==> src/rtl/uart_rx_if.sv <==
// uart_rx_if -- receive-side byte stream between uart_rx and its consumer.
//   o_rx_data  : byte at the receive FIFO head (driven by uart_rx)
//   o_rx_valid : FIFO non-empty (driven by uart_rx)
//   i_rx_ready : consumer pop request (driven by the consumer)
// master = uart_rx (byte producer), slave = consumer.
`timescale 1ns/1ps
interface uart_rx_if;
   logic [7:0] o_rx_data;
   logic       o_rx_valid;
   logic       i_rx_ready;

   modport master (output o_rx_data, output o_rx_valid, input  i_rx_ready);
   modport slave  (input  o_rx_data, input  o_rx_valid, output i_rx_ready);
endinterface

==> src/rtl/uart_rx.sv <==
// uart_rx -- 8-bit UART receiver with first-word-fall-through receive FIFO.
//   clk_i        : core clock, rising edge
//   reset_n      : asynchronous active-low reset
//   i_uart_rx    : serial line, asynchronous, idle high
//   rx_if        : byte stream (o_rx_data / o_rx_valid / i_rx_ready)
//   o_frame_err  : one-cycle pulse, stop bit sampled low (byte discarded)
//   o_overrun    : one-cycle pulse, completed byte dropped because FIFO full
//   o_parity_err : one-cycle pulse, even-parity mismatch (byte discarded)
// Build option: define UART_RX_PARITY_EN for 8E1 frames; default is 8N1 and
// o_parity_err is tied low.
`timescale 1ns/1ps
module uart_rx #(
   parameter int unsigned CLKS_PER_BIT = 434,
   parameter int unsigned FIFO_DEPTH   = 4
) (
   input  logic       clk_i,
   input  logic       reset_n,
   input  logic       i_uart_rx,
   uart_rx_if.master  rx_if,
   output logic       o_frame_err,
   output logic       o_overrun,
   output logic       o_parity_err
);

   localparam int unsigned PW = $clog2(FIFO_DEPTH);
   localparam int unsigned CW = PW + 1;
   localparam logic [15:0] HALF = 16'(CLKS_PER_BIT / 2);
   localparam logic [15:0] LAST = 16'(CLKS_PER_BIT - 1);

   typedef enum logic [2:0] {
      S_IDLE, S_START, S_DATA,
`ifdef UART_RX_PARITY_EN
      S_PARITY,
`endif
      S_STOP, S_BREAK
   } state_t;

   logic          r_sync1, r_sync2, r_prev;
   logic [1:0]    r_warm;
   state_t        r_state;
   logic [15:0]   r_clk_cnt;
   logic [2:0]    r_bit_cnt;
   logic [7:0]    r_shift;
   logic          r_frame_err, r_overrun;
   logic [7:0]    r_mem [FIFO_DEPTH];
   logic [PW-1:0] r_wr_ptr, r_rd_ptr;
   logic [CW-1:0] r_count;

   logic w_fall, w_stop_tick, w_par_ok, w_push, w_full, w_pop, w_wr;

   // r_warm marks when r_sync2 carries a real line sample instead of its
   // reset value; until then r_prev stays 0 so a line held low through
   // reset release is not mistaken for a start edge.
   always_ff @(posedge clk_i or negedge reset_n) begin
      if (!reset_n) begin
         r_sync1 <= 1'b1;
         r_sync2 <= 1'b1;
         r_warm  <= '0;
         r_prev  <= 1'b0;
      end else begin
         r_sync1 <= i_uart_rx;
         r_sync2 <= r_sync1;
         r_warm  <= {r_warm[0], 1'b1};
         r_prev  <= r_warm[1] & r_sync2;
      end
   end

   assign w_fall      = r_prev & ~r_sync2;
   assign w_stop_tick = (r_state == S_STOP) && (r_clk_cnt == LAST);

`ifdef UART_RX_PARITY_EN
   logic r_par_bit, r_parity_err;
   assign w_par_ok     = ~(^r_shift ^ r_par_bit);
   assign o_parity_err = r_parity_err;
`else
   assign w_par_ok     = 1'b1;
   assign o_parity_err = 1'b0;
`endif

   assign w_push = w_stop_tick & r_sync2 & w_par_ok;
   assign w_full = (r_count == CW'(FIFO_DEPTH));
   assign w_pop  = (r_count != '0) & rx_if.i_rx_ready;
   // A full FIFO still accepts the push when the head leaves the same cycle.
   assign w_wr   = w_push & (~w_full | w_pop);

   always_ff @(posedge clk_i or negedge reset_n) begin
      if (!reset_n) begin
         r_state     <= S_IDLE;
         r_clk_cnt   <= '0;
         r_bit_cnt   <= '0;
         r_shift     <= '0;
         r_frame_err <= 1'b0;
`ifdef UART_RX_PARITY_EN
         r_par_bit    <= 1'b0;
         r_parity_err <= 1'b0;
`endif
      end else begin
         r_frame_err <= 1'b0;
`ifdef UART_RX_PARITY_EN
         r_parity_err <= 1'b0;
`endif
         case (r_state)
            S_IDLE: begin
               if (w_fall) begin
                  r_state   <= S_START;
                  r_clk_cnt <= '0;
                  r_bit_cnt <= '0;
               end
            end
            S_START: begin
               if (r_clk_cnt == HALF) begin
                  r_clk_cnt <= '0;
                  r_state   <= r_sync2 ? S_IDLE : S_DATA;
               end else begin
                  r_clk_cnt <= r_clk_cnt + 16'd1;
               end
            end
            S_DATA: begin
               if (r_clk_cnt == LAST) begin
                  r_clk_cnt <= '0;
                  r_shift   <= {r_sync2, r_shift[7:1]};
                  r_bit_cnt <= r_bit_cnt + 3'd1;
                  if (r_bit_cnt == 3'd7) begin
`ifdef UART_RX_PARITY_EN
                     r_state <= S_PARITY;
`else
                     r_state <= S_STOP;
`endif
                  end
               end else begin
                  r_clk_cnt <= r_clk_cnt + 16'd1;
               end
            end
`ifdef UART_RX_PARITY_EN
            S_PARITY: begin
               if (r_clk_cnt == LAST) begin
                  r_clk_cnt <= '0;
                  r_par_bit <= r_sync2;
                  r_state   <= S_STOP;
               end else begin
                  r_clk_cnt <= r_clk_cnt + 16'd1;
               end
            end
`endif
            S_STOP: begin
               if (r_clk_cnt == LAST) begin
                  r_clk_cnt <= '0;
                  if (!r_sync2) begin
                     // Frame error wins over parity error.
                     r_frame_err <= 1'b1;
                     r_state     <= S_BREAK;
                  end else begin
`ifdef UART_RX_PARITY_EN
                     r_parity_err <= ~w_par_ok;
`endif
                     r_state <= S_IDLE;
                  end
               end else begin
                  r_clk_cnt <= r_clk_cnt + 16'd1;
               end
            end
            S_BREAK: begin
               if (r_sync2) r_state <= S_IDLE;
            end
            default: r_state <= S_IDLE;
         endcase
      end
   end

   always_ff @(posedge clk_i or negedge reset_n) begin
      if (!reset_n) begin
         r_wr_ptr  <= '0;
         r_rd_ptr  <= '0;
         r_count   <= '0;
         r_overrun <= 1'b0;
      end else begin
         r_overrun <= w_push & w_full & ~w_pop;
         if (w_wr)  r_wr_ptr <= r_wr_ptr + PW'(1);
         if (w_pop) r_rd_ptr <= r_rd_ptr + PW'(1);
         r_count <= r_count + CW'(w_wr) - CW'(w_pop);
      end
   end

   always_ff @(posedge clk_i) begin
      if (w_wr) r_mem[r_wr_ptr] <= r_shift;
   end

   assign rx_if.o_rx_valid = (r_count != '0);
   assign rx_if.o_rx_data  = (r_count != '0) ? r_mem[r_rd_ptr] : '0;
   assign o_frame_err      = r_frame_err;
   assign o_overrun        = r_overrun;

endmodule
==> src/flat_wrapper.sv <==
// flat-port wrapper written by rule: the top's interface ports become plain ports
module uart_rx_flat 
#(
   parameter int unsigned CLKS_PER_BIT = 434,
   parameter int unsigned FIFO_DEPTH   = 4
)
  (clk_i, reset_n, i_uart_rx, o_frame_err, o_overrun, o_parity_err, rx_if_o_rx_data, rx_if_o_rx_valid, rx_if_i_rx_ready);
  uart_rx_if rx_if_i ();
  input  logic clk_i;
  input  logic reset_n;
  input  logic i_uart_rx;
  output logic o_frame_err;
  output logic o_overrun;
  output logic o_parity_err;
  output wire logic [$bits(rx_if_i.o_rx_data)-1:0] rx_if_o_rx_data;
  output wire logic [$bits(rx_if_i.o_rx_valid)-1:0] rx_if_o_rx_valid;
  input wire logic [$bits(rx_if_i.i_rx_ready)-1:0] rx_if_i_rx_ready;
  assign rx_if_o_rx_data = rx_if_i.o_rx_data;
  assign rx_if_o_rx_valid = rx_if_i.o_rx_valid;
  assign rx_if_i.i_rx_ready = rx_if_i_rx_ready;
  uart_rx #(.CLKS_PER_BIT(CLKS_PER_BIT), .FIFO_DEPTH(FIFO_DEPTH)) u_core (.clk_i(clk_i), .reset_n(reset_n), .i_uart_rx(i_uart_rx), .rx_if(rx_if_i), .o_frame_err(o_frame_err), .o_overrun(o_overrun), .o_parity_err(o_parity_err));
endmodule
==> config.mk <==
export PLATFORM = sky130hd
export DESIGN_NAME = uart_rx_flat
export DESIGN_NICKNAME = d
export VERILOG_FILES = /design/src/rtl/uart_rx_if.sv /design/src/rtl/uart_rx.sv /design/src/flat_wrapper.sv
export SDC_FILE = /design/constraint.sdc
export NUM_CORES = 1
export LEC_CHECK = 0
export ABC_CLOCK_PERIOD_IN_PS = 7100
export CORE_MARGIN = 2
export CORE_UTILIZATION = 29
export CTS_CLUSTER_DIAMETER = 200
export CTS_CLUSTER_SIZE = 20
export DETAILED_ROUTE_END_ITERATION = 10
export DONT_BUFFER_PORTS = 1
export HOLD_SLACK_MARGIN = 0.08
export PLACE_DENSITY = 0.45
export SLEW_MARGIN = 25
export SYNTH_ARGS = -nofsm -noshare
export SYNTH_HDL_FRONTEND = slang
export SYNTH_SLANG_ARGS = --single-unit
==> constraint.sdc <==
create_clock -name clk_i -period 7.1 [get_ports clk_i]
set_clock_uncertainty 0.05 [all_clocks]
set_input_delay 1.42 -clock clk_i [delete_from_list [all_inputs] [get_ports clk_i]]
set_output_delay 1.42 -clock clk_i [all_outputs]
set_load 0.05 [all_outputs]
==> flow_summary.yaml, run 1 <==
die:
  die-width_um: 113
  die-area_mm2: 0.0129
  io_pins: 16
  chipHeight_um: 113
  initial_core_util_pct: 30.1
  row_count: 39
  coreArea_mm2: 0.0116
clocking:
  clkLatencyLatePin_ns: 0.34
  cts_max_level: 3
  cts_buffers: 9
  hold_buffers: 0
  ctsLongestPathBuffers: 2
  post_cts_buffers: 0
  cts_tree: "done"
  cts.sinks: 76
  clkTransAtPathRegs_ns: 0.06
  cts_root_buffer: "clkbuf_16"
  cts.repair.resized: 0
hold_path:
  worst_hold_path_type: "flop to flop"
  hold_path.startpoint: "u_core.r_warm[0]"
power_and_ir_drop:
  ir_drop_uv: 114
  power_leakage_nw: 1.62
  p_per_area_mw_per_mm2: 289
setup_path:
  critPathArrivalTime_ns: 1.98
  slowest_stage: "dfrtp_1"
  critPathCaptureType: "primary output"
  crit_type: "flop to primary output"
  cp.buffers_inverters: 0
  cp_max_fo: 10
  worstPathCellList: "mux4_2 -> and2_1"
  crit_family: "flip-flops"
  cp.required_ns: 5.63
  slowest_delay_ns: 0.72
  startpoint_type: "flop"
  r2r_start: "u_core.r_count[2]"
  startpoint: "u_core.r_rd_ptr[0]"
synthesis:
  synth_ff_type: "dfrtp_1"
  synth-seq-cells: 76
  syn_nets: 278
  synthDistinctLibCells: 57
  synthArstFlopShare_pct: 57.9
  syn_area_mm2: 0.00348
  avgSynthCellArea_um2: 13.2
  post_synth_inst_count: 263
  yosysSeqAreaShare_pct: 59.4
  yosysWarnings: 0
  synth-edff-count: 32
grt:
  grt_pass1_vias: 2077
  grt_max_degree: 45
  grt_overflow: 0
  grt_pass1_wl_um: 10900
  grt_antenna_before_repair: 0
  track_usage_pct: 11.2
finish:
  layout-drive-gt1-share_pct: 16.0
  multi_input_area_mm2: 0.00130
  synthToLayoutAreaGrowth_pct: 11.5
  register_area_mm2: 0.00206
  nets: 279
  antenna_cells: 0
  n_fill_cell: 1117
placed_design:
  io_buffers: 0
  pre_cts_ws_ns: 3.90
  hpwlAfterDp_um: 4300
  gp_congestion: 0.720
route:
  drtIter0Drc: 81
  num_vias: 2017
  drtAntennaViolNets: 0
  via_per_inst: 4.90
  wl_um: 6430
  wl_per_cell_um: 15.6
  first_pass_iters: 4
  drc: 0
timing:
  tns_ns: 0
  tightest_slew_ns: 0.693
  setup_viol: 0
  hold_viol_final: 0
  finalMaxSlewViolations: 0
  setup_slack_ns: 3.65
  period_share_pct: 48.6
  maxSlewHeadroom_pct: 53.8
  clock.fmax_mhz: 290
  rsz0062_at_grt: "no"
  fin_crit_ns: 3.45
job:
  drv_cap: 0
run_status:
  outcome: "finished, final reports clean"
-- per-layer routing --
layer,wire (µm),global-route usage [%],share of wire (%),vias up
met1,3240,14.9,50,1006
li1,-,-,-,971
met5,0,0,0,-
met4,153,5.85,2.4,0
met3,225,3.51,3.5,11
met2,2810,16.6,44,29
-- flip-flops by register name (all words and copies together), names as in the netlist, 2 cells and up --
register and flops:
u_core.r_state 3, u_core.r_rd_ptr 2, u_core.r_count 3, u_core.r_warm 2
u_core.r_mem 32, u_core.r_bit_cnt 3, u_core.r_clk_cnt 16, u_core.r_wr_ptr 2
u_core.r_shift 8
-- synth_stat cells (all sizes together) (2+ instances only) --
cell type	count	area, µm²
nand2	17	73.8
dfrtp	42	1050
buf	7	51.3
nand3	7	35.0
a31oi	2	12.5
nor4	2	27.5
xnor2	3	26.3
nor2b	2	12.5
dfstp	2	52.6
xor2	2	17.5
clkbuf	3	11.3
edfxtp	32	961
a22o	5	43.8
ha	10	125
o21ai	10	50.1
a21o	5	37.5
nor4b	2	17.5
and3	3	20.0
mux2	9	101
or3	2	12.5
o2bb2ai	5	43.8
inv	13	48.8
and2	16	100
o31ai	3	22.5
nor3	9	56.3
nand2b	3	18.8
nor2	12	55.1
mux4	8	180
conb	2	7.51
a21oi	6	33.8
and4	4	35.0
nor3b	2	15.0
-- layout by cell type, fill, tap and decap left out, types with 3 or more instances in the layout --
cell	Yosys	final
nand2_1	15	15
mux4_2	8	8
inv_1	13	13
o2bb2ai_1	5	5
and4_1	4	4
nor2_1	10	10
o31ai_1	3	3
mux2_2	9	9
nand2b_1	3	3
nor3_1	8	8
a21oi_1	5	5
ha_1	10	10
o21ai_0	8	8
xnor2_1	3	3
a22o_1	5	5
edfxtp_1	32	32
and2_1	16	16
a21o_1	5	5
clkbuf_16	0	9
dfrtp_1	42	42
nand3_1	7	7
-- cells by family after synthesis --
family,share of synthesized area (%)
and+or+nand+nor,14.4
muxes,8.39
adders and majority gates,4.18
DFF,59.4
other,0.216
xor gates and xnor gates,1.26
AOI/OAI and AO/OA,9.00
buffers and inverters,3.20
-- worst paths after layout --
check | end | slack [ns] | cells past startpoint
max in group asynchronous | u_core.r_sync1 | 6.11 | 0
min reg2reg | u_core.r_warm[1] | 0.30 | 0
min in group asynchronous | u_core.r_clk_cnt[13] | 0.72 | 0
max | rx_if_o_rx_data[7] | 3.65 | 2
max reg2reg | u_core.r_count[2] | 4.35 | 8
min | u_core.r_warm[1] | 0.30 | 0
-- worst reg2reg max path: stages (launching register included) --
cell	delay, ns
dfrtp_1	0.41
or3_1	0.67
and2_1	0.34
ha_1	0.29
inv_1	0.04
ha_1	0.18
fa_1	0.38
xor2_1	0.16
xnor2_1	0.12
-- through the flow --
step | util (%) | hold WS (ns) | total power, mW | area (µm²) | cells
floorplan | - | 0.281 | 0.660 | 3480 | 263
CTS | 33.5 | 0.305 | 1.14 | 3880 | 412
finish | 33.5 | 0.305 | 1.12 | 3880 | 412
global route | 33.5 | 0.313 | 1.18 | 3880 | 412
detailed placement | 31.1 | 0.295 | 0.694 | 3590 | 396
global placement | 31.1 | 0.282 | 0.693 | 3590 | 396
-- power by group --
group | leakage, nW | internal, mW | switching [mW] | total (mW)
Clock | 0.138 | 0.242 | 0.195 | 0.437
Sequential | 0.970 | 0.471 | 0.0229 | 0.494
Combinational | 0.515 | 0.0603 | 0.129 | 0.190
-- cell type report --
class                           instances  area share (%)
Sequential cell                        76            53.3
Multi-Input combinational cell        164            33.5
Clock buffer                            9            5.81
Tap cell                              143            4.62
Clock inverter                          7            1.52
Inverter                               13            1.26
Power figures use the tool's default switching activity.
==> inputs of run 2 (changes only) <==
ABC_CLOCK_PERIOD_IN_PS = 3200   (was 7100)
clock period = 3.2 ns   (was 7.1 ns; I/O delays follow)
==> flow_summary.yaml, run 2 (synthesis gave the netlist of run 1 again) <==
finish:
  final_cell_mix: "42 x dfrtp_1, 32 x edfxtp_1, 16 x and2_1, 15 x nand2_1, 13 x inv_1"
  layout_commonest_cell: "dfrtp_1"
  synthToLayoutAreaGrowth_pct: 13.3
  largest_register_ffs: 32
  top_register: "u_core.r_mem"
  largest_registers: "u_core.r_mem: 32 flops, u_core.r_clk_cnt: 16 flops, u_core.r_shift: 8 flops"
  layout-drive-gt1-share_pct: 16.2
  antenna_cells: 0
  final_core_util_pct: 34.0
  nets: 282
grt:
  grt_max_degree: 43
  grt_overflow: 0
  grt_antenna_before_repair: 0
  grt_pass1_wl_um: 10900
  grt_pass1_vias: 2044
  track_usage_pct: 11.1
clocking:
  post_cts_buffers: 0
  cts_buffers: 9
  ctsLongestPathBuffers: 2
  clkTransAtPathRegs_ns: 0.06
  cts.sinks: 76
  cts_max_level: 3
  cts_tree: "done"
  clkLatencyLatePin_ns: 0.34
  cts_root_buffer: "clkbuf_16"
route:
  via_per_inst: 4.89
  drtAntennaViolNets: 0
  num_vias: 2028
  drtIter0Drc: 114
  wl_um: 6550
  wl_per_cell_um: 15.8
  first_pass_iters: 4
  drc: 0
setup_path:
  startpoint_type: "flop"
  reg2reg_slack_ns: 0.69
  crit_family: "flip-flops"
  cp.required_ns: 2.51
  crit_type: "flop to primary output"
  slowest_delay_ns: 0.72
  reg2reg_depth: 9
  worstReg2RegEnd: "u_core.r_count[2]"
  r2r_start: "u_core.r_count[0]"
  critPathCaptureType: "primary output"
  cp_max_fo: 10
  slowest_stage: "dfrtp_1"
  cp.buffers_inverters: 0
  critPathArrivalTime_ns: 1.97
  worstPathCellList: "mux4_2 -> and2_1"
timing:
  hold_viol_final: 0
  maxSlewHeadroom_pct: 50.1
  period_share_pct: 83.2
  tns_ns: 0
  tightest_slew_ns: 0.737
  fin_crit_ns: 2.66
  clock.fmax_mhz: 375
  rsz0062_at_grt: "no"
  setup_viol: 0
  finalMaxSlewViolations: 0
  whs_ns: 0.0862
power_and_ir_drop:
  ir_drop_uv: 278
  power_leakage_nw: 1.65
  p_total_mw: 2.55
  p_per_area_mw_per_mm2: 648
die:
  row_count: 39
  coreArea_mm2: 0.0116
  initial_core_util_pct: 30.1
  die-area_mm2: 0.0129
  io_pins: 16
  chipHeight_um: 113
  die-width_um: 113
hold_path:
  worst_hold_path_type: "input pin to asynchronous set/reset pin"
placed_design:
  hpwlAfterDp_um: 4320
  gp_congestion: 0.742
  io_buffers: 0
run_status:
  outcome: "finished, final reports clean"
job:
  drv_cap: 0
-- run 2: cell type report --
type	instances	area (µm²)
clock inverter	7	75.1
fill	1113	7630
clock buffer	9	225
sequential	76	2060
multi-input combinational	164	1300
tap	143	179
timing repair buffer	3	45.0
inverter	13	48.8
-- run 2: worst max path at each step --
stage / end / startpoint / depth (start not counted) / slack (ns)
6_report: rx_if_o_rx_data[7] / u_core.r_rd_ptr[0] / 2 / 0.54
4_1_cts: rx_if_o_rx_data[7] / u_core.r_rd_ptr[0] / 2 / 0.48
3_5_place_dp: u_core.r_count[2] / rx_if_i_rx_ready / 6 / 0.66
5_1_grt: rx_if_o_rx_data[7] / u_core.r_rd_ptr[0] / 2 / 0.38
3_3_place_gp: u_core.r_count[2] / rx_if_i_rx_ready / 6 / 0.67
2_1_floorplan: u_core.r_count[2] / u_core.r_count[0] / 9 / 0.53
-- run 2: report_power, final --
group	internal, mW	switching [mW]
registers	1.05	0.0524
logic	0.137	0.300
clock network	0.608	0.411
total	1.79	0.763
-- run 2: worst register-to-register path, stage by stage (launching register included) --
cell,delay (ns)
dfrtp_1,0.38
or3_1,0.37
buf_4,0.22
and2_1,0.21
ha_1,0.28
inv_1,0.04
ha_1,0.19
fa_1,0.38
xor2_1,0.16
xnor2_1,0.12
-- run 2: metrics by stage --
step                cell area [µm²]  instances  setup WS [ns]
floorplan                      3480        263          0.526
global placement               3600        397          0.669
detailed placement             3600        397          0.659
CTS                            3940        415          0.477
global route                   3940        415          0.381
finish                         3940        415          0.537
-- run 2: layer usage --
metal	share of wire, %	routed length (µm)	global-route usage, %	vias to the layer above
li1	-	-	-	980
met1	49	3190	14.9	1008
met2	46	3020	16.4	36
met3	4.0	260	3.61	4
met4	1.2	80	5.04	0
met5	0	0	0	-
-- run 2: repair_timing --
action                                 CTS  global route
hold buffers                             2             0
resized for setup                        0             0
endpoints found under the hold margin   42             0
